<file path="src/rtl/minmax_window_sched.sv">
// Windowed min/max scheduler: collects up to WIN unsigned samples, then presents one
// min/max/count record over valid/ready. Define MINMAX_RANGE_EN to add the out_range port.
module minmax_window_sched #(
    parameter int W   = 4,
    parameter int WIN = 8,
    parameter int CW  = $clog2(WIN + 1)
) (
    input  logic          clock,
    input  logic          reset_n,
    input  logic          enable,
    input  logic          flush,
    input  logic          in_valid,
    output logic          in_ready,
    input  logic [W-1:0]  in_data,
    output logic          out_valid,
    input  logic          out_ready,
    output logic [W-1:0]  out_min,
    output logic [W-1:0]  out_max,
    output logic [CW-1:0] out_count,
`ifdef MINMAX_RANGE_EN
    output logic [W-1:0]  out_range,
`endif
    output logic          busy
);

    typedef enum logic [1:0] {
        IDLE  = 2'd0,
        ACCUM = 2'd1,
        EMIT  = 2'd2
    } state_t;

    state_t         state;
    state_t         state_nxt;

    logic [W-1:0]   min_r;
    logic [W-1:0]   max_r;
    logic [CW-1:0]  cnt;

    logic           accept;
    logic           close_win;
    logic           release_rec;
    logic [W-1:0]   min_nxt;
    logic [W-1:0]   max_nxt;
    logic [CW-1:0]  cnt_nxt;

    // Tracker update including the sample accepted this cycle, so a closing window
    // (last sample or flush) can capture its final result in the same edge.
    always_comb begin
        // NOTE: every always_comb output gets a default first so no path leaves it
        // unassigned; otherwise synthesis infers a latch.
        min_nxt = min_r;
        max_nxt = max_r;
        cnt_nxt = cnt;
        accept  = in_valid && in_ready;
        if (accept) begin
            if (in_data < min_r) min_nxt = in_data;
            if (in_data > max_r) max_nxt = in_data;
            cnt_nxt = cnt + CW'(1);
        end
        close_win   = (state == ACCUM) &&
                      ((accept && (cnt == CW'(WIN - 1))) || (flush && (cnt_nxt != '0)));
        release_rec = (state == EMIT) && out_ready;
    end

    // State register
    always_ff @(posedge clock or negedge reset_n) begin
        // NOTE: sequential state uses non-blocking assignments so every register
        // samples pre-edge values regardless of process ordering.
        if (!reset_n) state <= IDLE;
        else          state <= state_nxt;
    end

    // Next-state logic; enable only matters when no window is open.
    always_comb begin
        state_nxt = state;
        unique case (state)
            IDLE:    if (enable)      state_nxt = ACCUM;
            ACCUM:   if (close_win)   state_nxt = EMIT;
            EMIT:    if (release_rec) state_nxt = enable ? ACCUM : IDLE;
            default:                  state_nxt = IDLE;
        endcase
    end

    // Output decode: handshake flags follow the state directly, so reset clears them at once.
    always_comb begin
        in_ready  = (state == ACCUM);
        out_valid = (state == EMIT);
        busy      = (state != IDLE);
    end

    // Running tracker; cleared when the record is taken so the next window starts fresh.
    always_ff @(posedge clock or negedge reset_n) begin
        if (!reset_n) begin
            min_r <= '1;
            max_r <= '0;
            cnt   <= '0;
        end else if (release_rec) begin
            min_r <= '1;
            max_r <= '0;
            cnt   <= '0;
        end else if (state == ACCUM) begin
            min_r <= min_nxt;
            max_r <= max_nxt;
            cnt   <= cnt_nxt;
        end
    end

    // Result record, loaded on the closing edge and held until the consumer takes it.
    always_ff @(posedge clock or negedge reset_n) begin
        if (!reset_n) begin
            out_min   <= '0;
            out_max   <= '0;
            out_count <= '0;
        end else if (close_win) begin
            out_min   <= min_nxt;
            out_max   <= max_nxt;
            out_count <= cnt_nxt;
        end
    end

`ifdef MINMAX_RANGE_EN
    // max >= min whenever at least one sample was taken, so this never wraps.
    always_ff @(posedge clock or negedge reset_n) begin
        if (!reset_n)       out_range <= '0;
        else if (close_win) out_range <= max_nxt - min_nxt;
    end
`endif

endmodule

</file>
<file path="config.mk">
export PLATFORM = sky130hd
export DESIGN_NAME = minmax_window_sched
export DESIGN_NICKNAME = d
export VERILOG_FILES = /design/src/rtl/minmax_window_sched.sv
export SDC_FILE = /design/constraint.sdc
export NUM_CORES = 1
export LEC_CHECK = 0
export CAP_MARGIN = 25
export CORE_ASPECT_RATIO = 2
export CORE_MARGIN = 1
export CORE_UTILIZATION = 52
export DETAILED_ROUTE_END_ITERATION = 8
export GPL_ROUTABILITY_DRIVEN = 1
export PLACE_DENSITY = 0.84
export SLEW_MARGIN = 20
export SYNTH_ARGS = -nofsm -noshare
export SYNTH_HDL_FRONTEND = slang
export SYNTH_SLANG_ARGS = --single-unit
</file>
<file path="constraint.sdc">
create_clock -name clock -period 2.42 [get_ports clock]
set_clock_uncertainty 0.05 [all_clocks]
set_input_delay 0.484 -clock clock [delete_from_list [all_inputs] [get_ports clock]]
set_output_delay 0.484 -clock clock [all_outputs]
set_load 0.02 [all_outputs]
</file>
==> results of run 1 <==
## cell usage after synthesis (3+ instances only)
master    n  area [um^2]
dfrtp_1  22          551
nand2_1  14         52.6
inv_1    12         45.0
mux2_2   10          113
mux2_4    9          135
ha_1      8          100
o21ai_0   7         35.0
a21oi_1   5         25.0
nor2_1    5         18.8
dfstp_2   4          105
nand3_1   3         15.0
o22a_1    3         26.3
## metrics by stage
step,TNS (ns),std cells,util [%]
global placement,-6.48,206,70.0
CTS,0,213,73.0
detailed placement,-8.11,206,70.0
floorplan,0,136,-
global route,0,213,73.7
finish,0,213,73.7
## worst reg2reg max path, delay by kind of cell, from the launching register on
family	cells	cell delay (ns)
compound gates	2	0.52
fa+ha+maj	1	0.32
buf+inv	1	0.04
flops	1	0.52
mux	2	0.56
## layer usage
layer  part of all wire, %  wire length (um)
met1                    40              1430
met2                    56              2010
met3                   2.8               101
met4                   1.5                53
met5                     0                 0
## layout make-up
type	count	area share, %
flip-flops and latches	26	32.5
inverters	12	2.23
clock buffers	4	2.23
multi-input cells	94	40.4
well taps	29	1.80
repair buffers	48	20.8
## placed cells by master, fill, tap and decap left out, types with 2 or more instances in the layout
master / instances
a21o_1: 2
a21oi_1: 5
buf_4: 24
clkbuf_8: 3
clkdlybuf4s50_1: 24
dfrtp_1: 22
dfstp_2: 4
ha_1: 8
inv_1: 12
mux2_2: 10
mux2_4: 9
nand2_1: 14
nand2b_1: 2
nand3_1: 3
nor2_1: 5
nor2b_1: 2
o21ai_0: 7
o22a_1: 3
xnor2_1: 2
xor2_1: 2
## power by group through the flow
stage	Sequential (W)	Clock (W)	Combinational (W)
after global placement	0.000779	0	0.00140
after detailed placement	0.000787	0	0.00147
after floorplan	0.000888	0	0.000801
after CTS	0.000783	0.000261	0.00153
final	0.000783	0.000260	0.00156
after global routing	0.000811	0.000281	0.00168
## state kept, by name, indices dropped and copies added, names as in the netlist
register and cells:
max_r 4, out_count 4, state 2, out_min 4, out_max 4, cnt 4
min_r 4
## kinds of logic (layout without fill, tap and decap cells)
kind of cell	count (synthesis)	after routing	synth area share (%)
compound gates	27	27	12.6
xor+xnor	4	4	2.33
fa+ha+maj	8	8	6.65
buf+inv	16	64	4.65
flops	26	26	43.6
mux	21	21	17.8
simple gates	34	34	12.4
## what timing repair did
action                                  CTS  global route
endpoints found under the hold margin     0             0
pin swaps                                 1             1
endpoints found under the setup margin   15             9
buffers inserted                          3             0
gates resized for setup                   2             3
## worst min-delay path by stage
stage / endpoint / slack (ns)
3_3_place_gp: out_count[1] / 0.45
4_1_cts: out_max[1] / 0.47
6_report: out_max[3] / 0.47
5_1_grt: out_max[2] / 0.49
2_1_floorplan: cnt[0] / 0.14
3_5_place_dp: out_count[3] / 0.44
==> flow_metrics.env, run 1 <==
export IMPL_synth_cell_type_count=39
export IMPL_clk_pin_slew_ns=0.09
export IMPL_nets=203
export IMPL_grt_antenna_before_repair=0
export IMPL_numCtsBuffers=3
export IMPL_clockBufferDepth=2
export IMPL_p_per_area_mw_per_mm2=1290
export IMPL_path_class="input port to register"
export IMPL_status="finished, final reports clean"
export IMPL_busiest_layer="met2"
export IMPL_swShare_pct=38.9
export IMPL_die_h_um=78.1
export IMPL_fin_crit_sh_pct=97.2
export IMPL_ys_seq_area_share_pct=43.6
export IMPL_power_internal_w=0.00159
export IMPL_fillCellCount=191
export IMPL_path_cells="clkdlybuf4s50_1, ha_1, a2111oi_4, o21ai_4, mux2_2, mux2_4"
export IMPL_synth_ff_type="dfrtp_1"
export IMPL_netSwitchingPower_w=0.00101
export IMPL_maxCapViolCount=0
export IMPL_r2r_start="min_r[3]"
export IMPL_regToRegEndpoint="out_min[2]"
export IMPL_path_depth=6
export IMPL_die_area_mm2=0.00313
export IMPL_synth_area_mm2=0.00151
export IMPL_cts_num_sinks=26
export IMPL_layout_drive_gt1_share_pct=31.5
export IMPL_cp_num_buf_inv=1
export IMPL_critPathLaunchType="input port"
export IMPL_met2_usage_pct=41.5
export IMPL_drtPass1Iterations=4
export IMPL_area_delta_synth_final_pct=34.0
export IMPL_syn_nets=154
export IMPL_grt_first_pass_wirelength_um=5780
export IMPL_critical_path_top_delay_family="multiplexers"
export IMPL_worstRegToRegCells=6
export IMPL_slew_viol_final=0
export IMPL_cts_tree="done"
export IMPL_track_usage_pct=26.3
export IMPL_layout_setup_ws_ns=0.0671
export IMPL_power_total_w=0.00260
export IMPL_rows=27
export IMPL_drc=0
export IMPL_cp_slowest_cell="clkdlybuf4s50_1"
export IMPL_core_region_area_mm2=0.00274
export IMPL_place_congestion=0.888
export IMPL_place_ws_ns=-0.613
export IMPL_max_slew_margin_pct=76.4
export IMPL_diodes=0
export IMPL_crit_start="in_data[3]"
export IMPL_synth_edf_count=0
export IMPL_synth_avg_cell_area_um2=11.1
export IMPL_h_tree_depth=1
export IMPL_crit_path_end_kind="register"
export IMPL_syn_instance_count=136
export IMPL_hold_viol=0
export IMPL_routedWlPerCell_um=16.9
export IMPL_portBuffers=24
export IMPL_holdWs_ns=0.470
export IMPL_use_met3_pct=4.24
export IMPL_cp_max_fo=5
export IMPL_setup_viol=0
export IMPL_fin_crit_ns=2.35
export IMPL_seqPwrFrac_pct=30.1
export IMPL_clkPwrFrac_pct=10.0
export IMPL_required_ns=2.54
export IMPL_vias_per_cell=5.68
export IMPL_cp_slowest_stage_delay_ns=0.51
export IMPL_io_pins=25
export IMPL_synth_seq_cells=26
export IMPL_vias=1209
export IMPL_fmax_ghz=0.425
export IMPL_grt_use_met1_pct=34.0
export IMPL_leakage_nw=0.914
export IMPL_grt_max_degree=27
export IMPL_clock_latency_ns=0.28
export IMPL_hold_depth=1
export IMPL_cp_arrival_ns=2.47
export IMPL_multi_input_area_um2=815
export IMPL_die_w_um=40.0
export IMPL_tightest_slew_ns=0.352
export IMPL_dpl_cell_area_mm2=0.00191
export IMPL_crit_path_end="out_min[2]"
export IMPL_start_util_pct=55.0
export IMPL_rrSetupSlack_ns=0.29
export IMPL_async_flop_share_pct=100
export IMPL_hpwl_um=2600
export IMPL_drt_first_iter_violations=38
export IMPL_root_buffer="clkbuf_8"
export IMPL_overflow=0
export IMPL_min_from="out_max[3]"
export IMPL_hold_path_class="register to register"
export IMPL_antenna_left=0
export IMPL_peakVddDrop_uv=859
export IMPL_final_seq_area_um2=656
export IMPL_wirelength_um=3600
export IMPL_cts_hold_buf=0
export IMPL_p_comb_share_pct=59.9
export IMPL_fin_area_mm2=0.00202
export IMPL_synth_warnings=0
export IMPL_first_global_vias=1243
export IMPL_rsz0062_at_grt="no"
(Power assumes the default switching activity.)
==> run 2, diff against run 1 <==
--- a/config.mk
+++ b/config.mk
@@ -8,10 +8,11 @@
 export CAP_MARGIN = 25
 export CORE_ASPECT_RATIO = 2
 export CORE_MARGIN = 1
-export CORE_UTILIZATION = 52
+export CORE_UTILIZATION = 35
 export DETAILED_ROUTE_END_ITERATION = 8
 export GPL_ROUTABILITY_DRIVEN = 1
-export PLACE_DENSITY = 0.84
+export PLACE_DENSITY = 0.62
+export SETUP_SLACK_MARGIN = 0.02
 export SLEW_MARGIN = 20
 export SYNTH_ARGS = -nofsm -noshare
 export SYNTH_HDL_FRONTEND = slang
==> flow_metrics.env, run 2 (synthesis results as in run 1) <==
export IMPL_status="finished, final reports clean"
export IMPL_vias=1155
export IMPL_max_slew_margin_pct=76.2
export IMPL_numCtsBuffers=3
export IMPL_met2_usage_pct=34.3
export IMPL_cp_slowest_cell="clkdlybuf4s50_1"
export IMPL_die_area_mm2=0.00458
export IMPL_cp_arrival_ns=2.41
export IMPL_fin_crit_ns=2.30
export IMPL_dpl_cell_area_mm2=0.00193
export IMPL_die_w_um=48.4
export IMPL_hpwl_um=2640
export IMPL_grt_antenna_before_repair=0
export IMPL_holdWs_ns=0.467
export IMPL_core_region_area_mm2=0.00409
export IMPL_tightest_slew_ns=0.357
export IMPL_drt_first_iter_violations=33
export IMPL_fmax_ghz=0.434
export IMPL_track_usage_pct=16.4
export IMPL_path_class="input port to register"
export IMPL_grt_first_pass_wirelength_um=5730
export IMPL_clk_pin_slew_ns=0.08
export IMPL_cp_max_fo=4
export IMPL_leakage_nw=0.891
export IMPL_p_per_area_mw_per_mm2=1260
export IMPL_fin_crit_sh_pct=95.2
export IMPL_drtPass1Iterations=4
export IMPL_crit_path_end="out_max[2]"
export IMPL_rsz0062_at_grt="no"
export IMPL_first_global_vias=1268
export IMPL_peakVddDrop_uv=620
export IMPL_overflow=0
export IMPL_root_buffer="clkbuf_8"
export IMPL_cts_hold_buf=0
export IMPL_crit_start="in_data[0]"
export IMPL_worstRegToRegCells=6
export IMPL_drc=0
export IMPL_h_tree_depth=1
export IMPL_hold_viol=0
export IMPL_hold_path_class="register to register"
export IMPL_cts_tree="done"
export IMPL_use_met3_pct=1.61
export IMPL_min_from="out_count[1]"
export IMPL_fin_area_mm2=0.00200
export IMPL_cp_slowest_stage_delay_ns=0.51
export IMPL_die_h_um=94.7
export IMPL_portBuffers=24
export IMPL_start_util_pct=36.8
export IMPL_io_pins=25
export IMPL_clock_latency_ns=0.26
export IMPL_hold_depth=1
export IMPL_critPathLaunchType="input port"
export IMPL_grt_use_met1_pct=16.0
export IMPL_final_common_cell="clkdlybuf4s50_1"
export IMPL_wirelength_um=3460
export IMPL_regToRegEndpoint="out_max[2]"
export IMPL_crit_path_end_kind="register"
export IMPL_area_delta_synth_final_pct=33.2
export IMPL_layout_drive_gt1_share_pct=29.2
export IMPL_cts_num_sinks=26
export IMPL_r2r_start="state[1]"
export IMPL_busiest_layer="met2"
export IMPL_vias_per_cell=5.02
export IMPL_path_cells="clkdlybuf4s50_1, inv_1, ha_1, a41o_1, a21oi_2, mux2_2, mux2_4"
export IMPL_diodes=0
export IMPL_required_ns=2.52
export IMPL_rows=33
export IMPL_slew_viol_final=0
export IMPL_final_core_util_pct=49.0
export IMPL_antenna_left=0
export IMPL_routedWlPerCell_um=15.0
export IMPL_final_cell_mix="clkdlybuf4s50_1 (24), dfrtp_1 (22), buf_4 (17)"
export IMPL_maxCapViolCount=0
export IMPL_post_cts_setup_buffer_count=0
export IMPL_clockBufferDepth=2
export IMPL_grt_max_degree=27
export IMPL_nets=197
export IMPL_rrSetupSlack_ns=0.25
export IMPL_setup_viol=0
export IMPL_place_congestion=0.865
run 2: cell count changes in the layout (fill, tap and decap cells not counted):
cell / change
buf_4: -7
a21oi_2: +1
a21oi_4: -1
buf_12: +1
clkbuf_1: -1
clkbuf_8: +1
mux2i_1: +1
mux2i_2: -1
o21ai_2: +1
o21ai_4: -1
run 2: worst min-delay path by stage:
stage / endpoint / slack [ns]
final: out_count[1] / 0.47
after global routing: out_max[3] / 0.49
after CTS: out_min[3] / 0.48
after detailed placement: out_count[3] / 0.45
after global placement: out_count[0] / 0.44
after floorplan: cnt[0] / 0.14
run 2: layer usage:
layer	up-vias	wire [um]
li1	560	-
met4	0	38
met2	15	2060
met1	578	1300
met3	2	55
met5	-	0
run 2: power breakdown:
group	switching (W)	internal (W)	leakage [nW]	total [W]
Combinational	0.000662	0.000770	0.553	0.00143
Clock	0.000128	0.000145	0.0288	0.000273
Sequential	0.000166	0.000655	0.309	0.000821
run 2: area by class of cell:
class	count	area, um^2
fill	395	2080
timing repair buffer	42	388
clock buffer	4	55.1
multi-input combinational	94	796
inverter	12	45.0
tap	52	65.1
sequential	26	656
run 2: worst max-delay path, delay by kind of cell:
kind / cells / cell delay, ns
AO/OA/AOI/OAI: 2 / 0.41
adder cells (fa/ha/maj): 1 / 0.29
buffers and inverters: 2 / 0.59
multiplexers: 2 / 0.63
run 2: per-stage QoR:
step	setup TNS, ns	instances	worst slack (ns)	power, W
detailed placement	-2.90	226	-0.288	0.00224
finish	0	230	0.115	0.00253
global route	0	230	0.0213	0.00269
CTS	0	230	0.0405	0.00254
floorplan	0	136	0.225	0.00169
global placement	-2.32	226	-0.222	0.00220
run 2: what timing repair did:
item | CTS | global route
pin swaps | 0 | 1
gates resized for setup | 1 | 1
setup endpoints to repair | 2 | 6
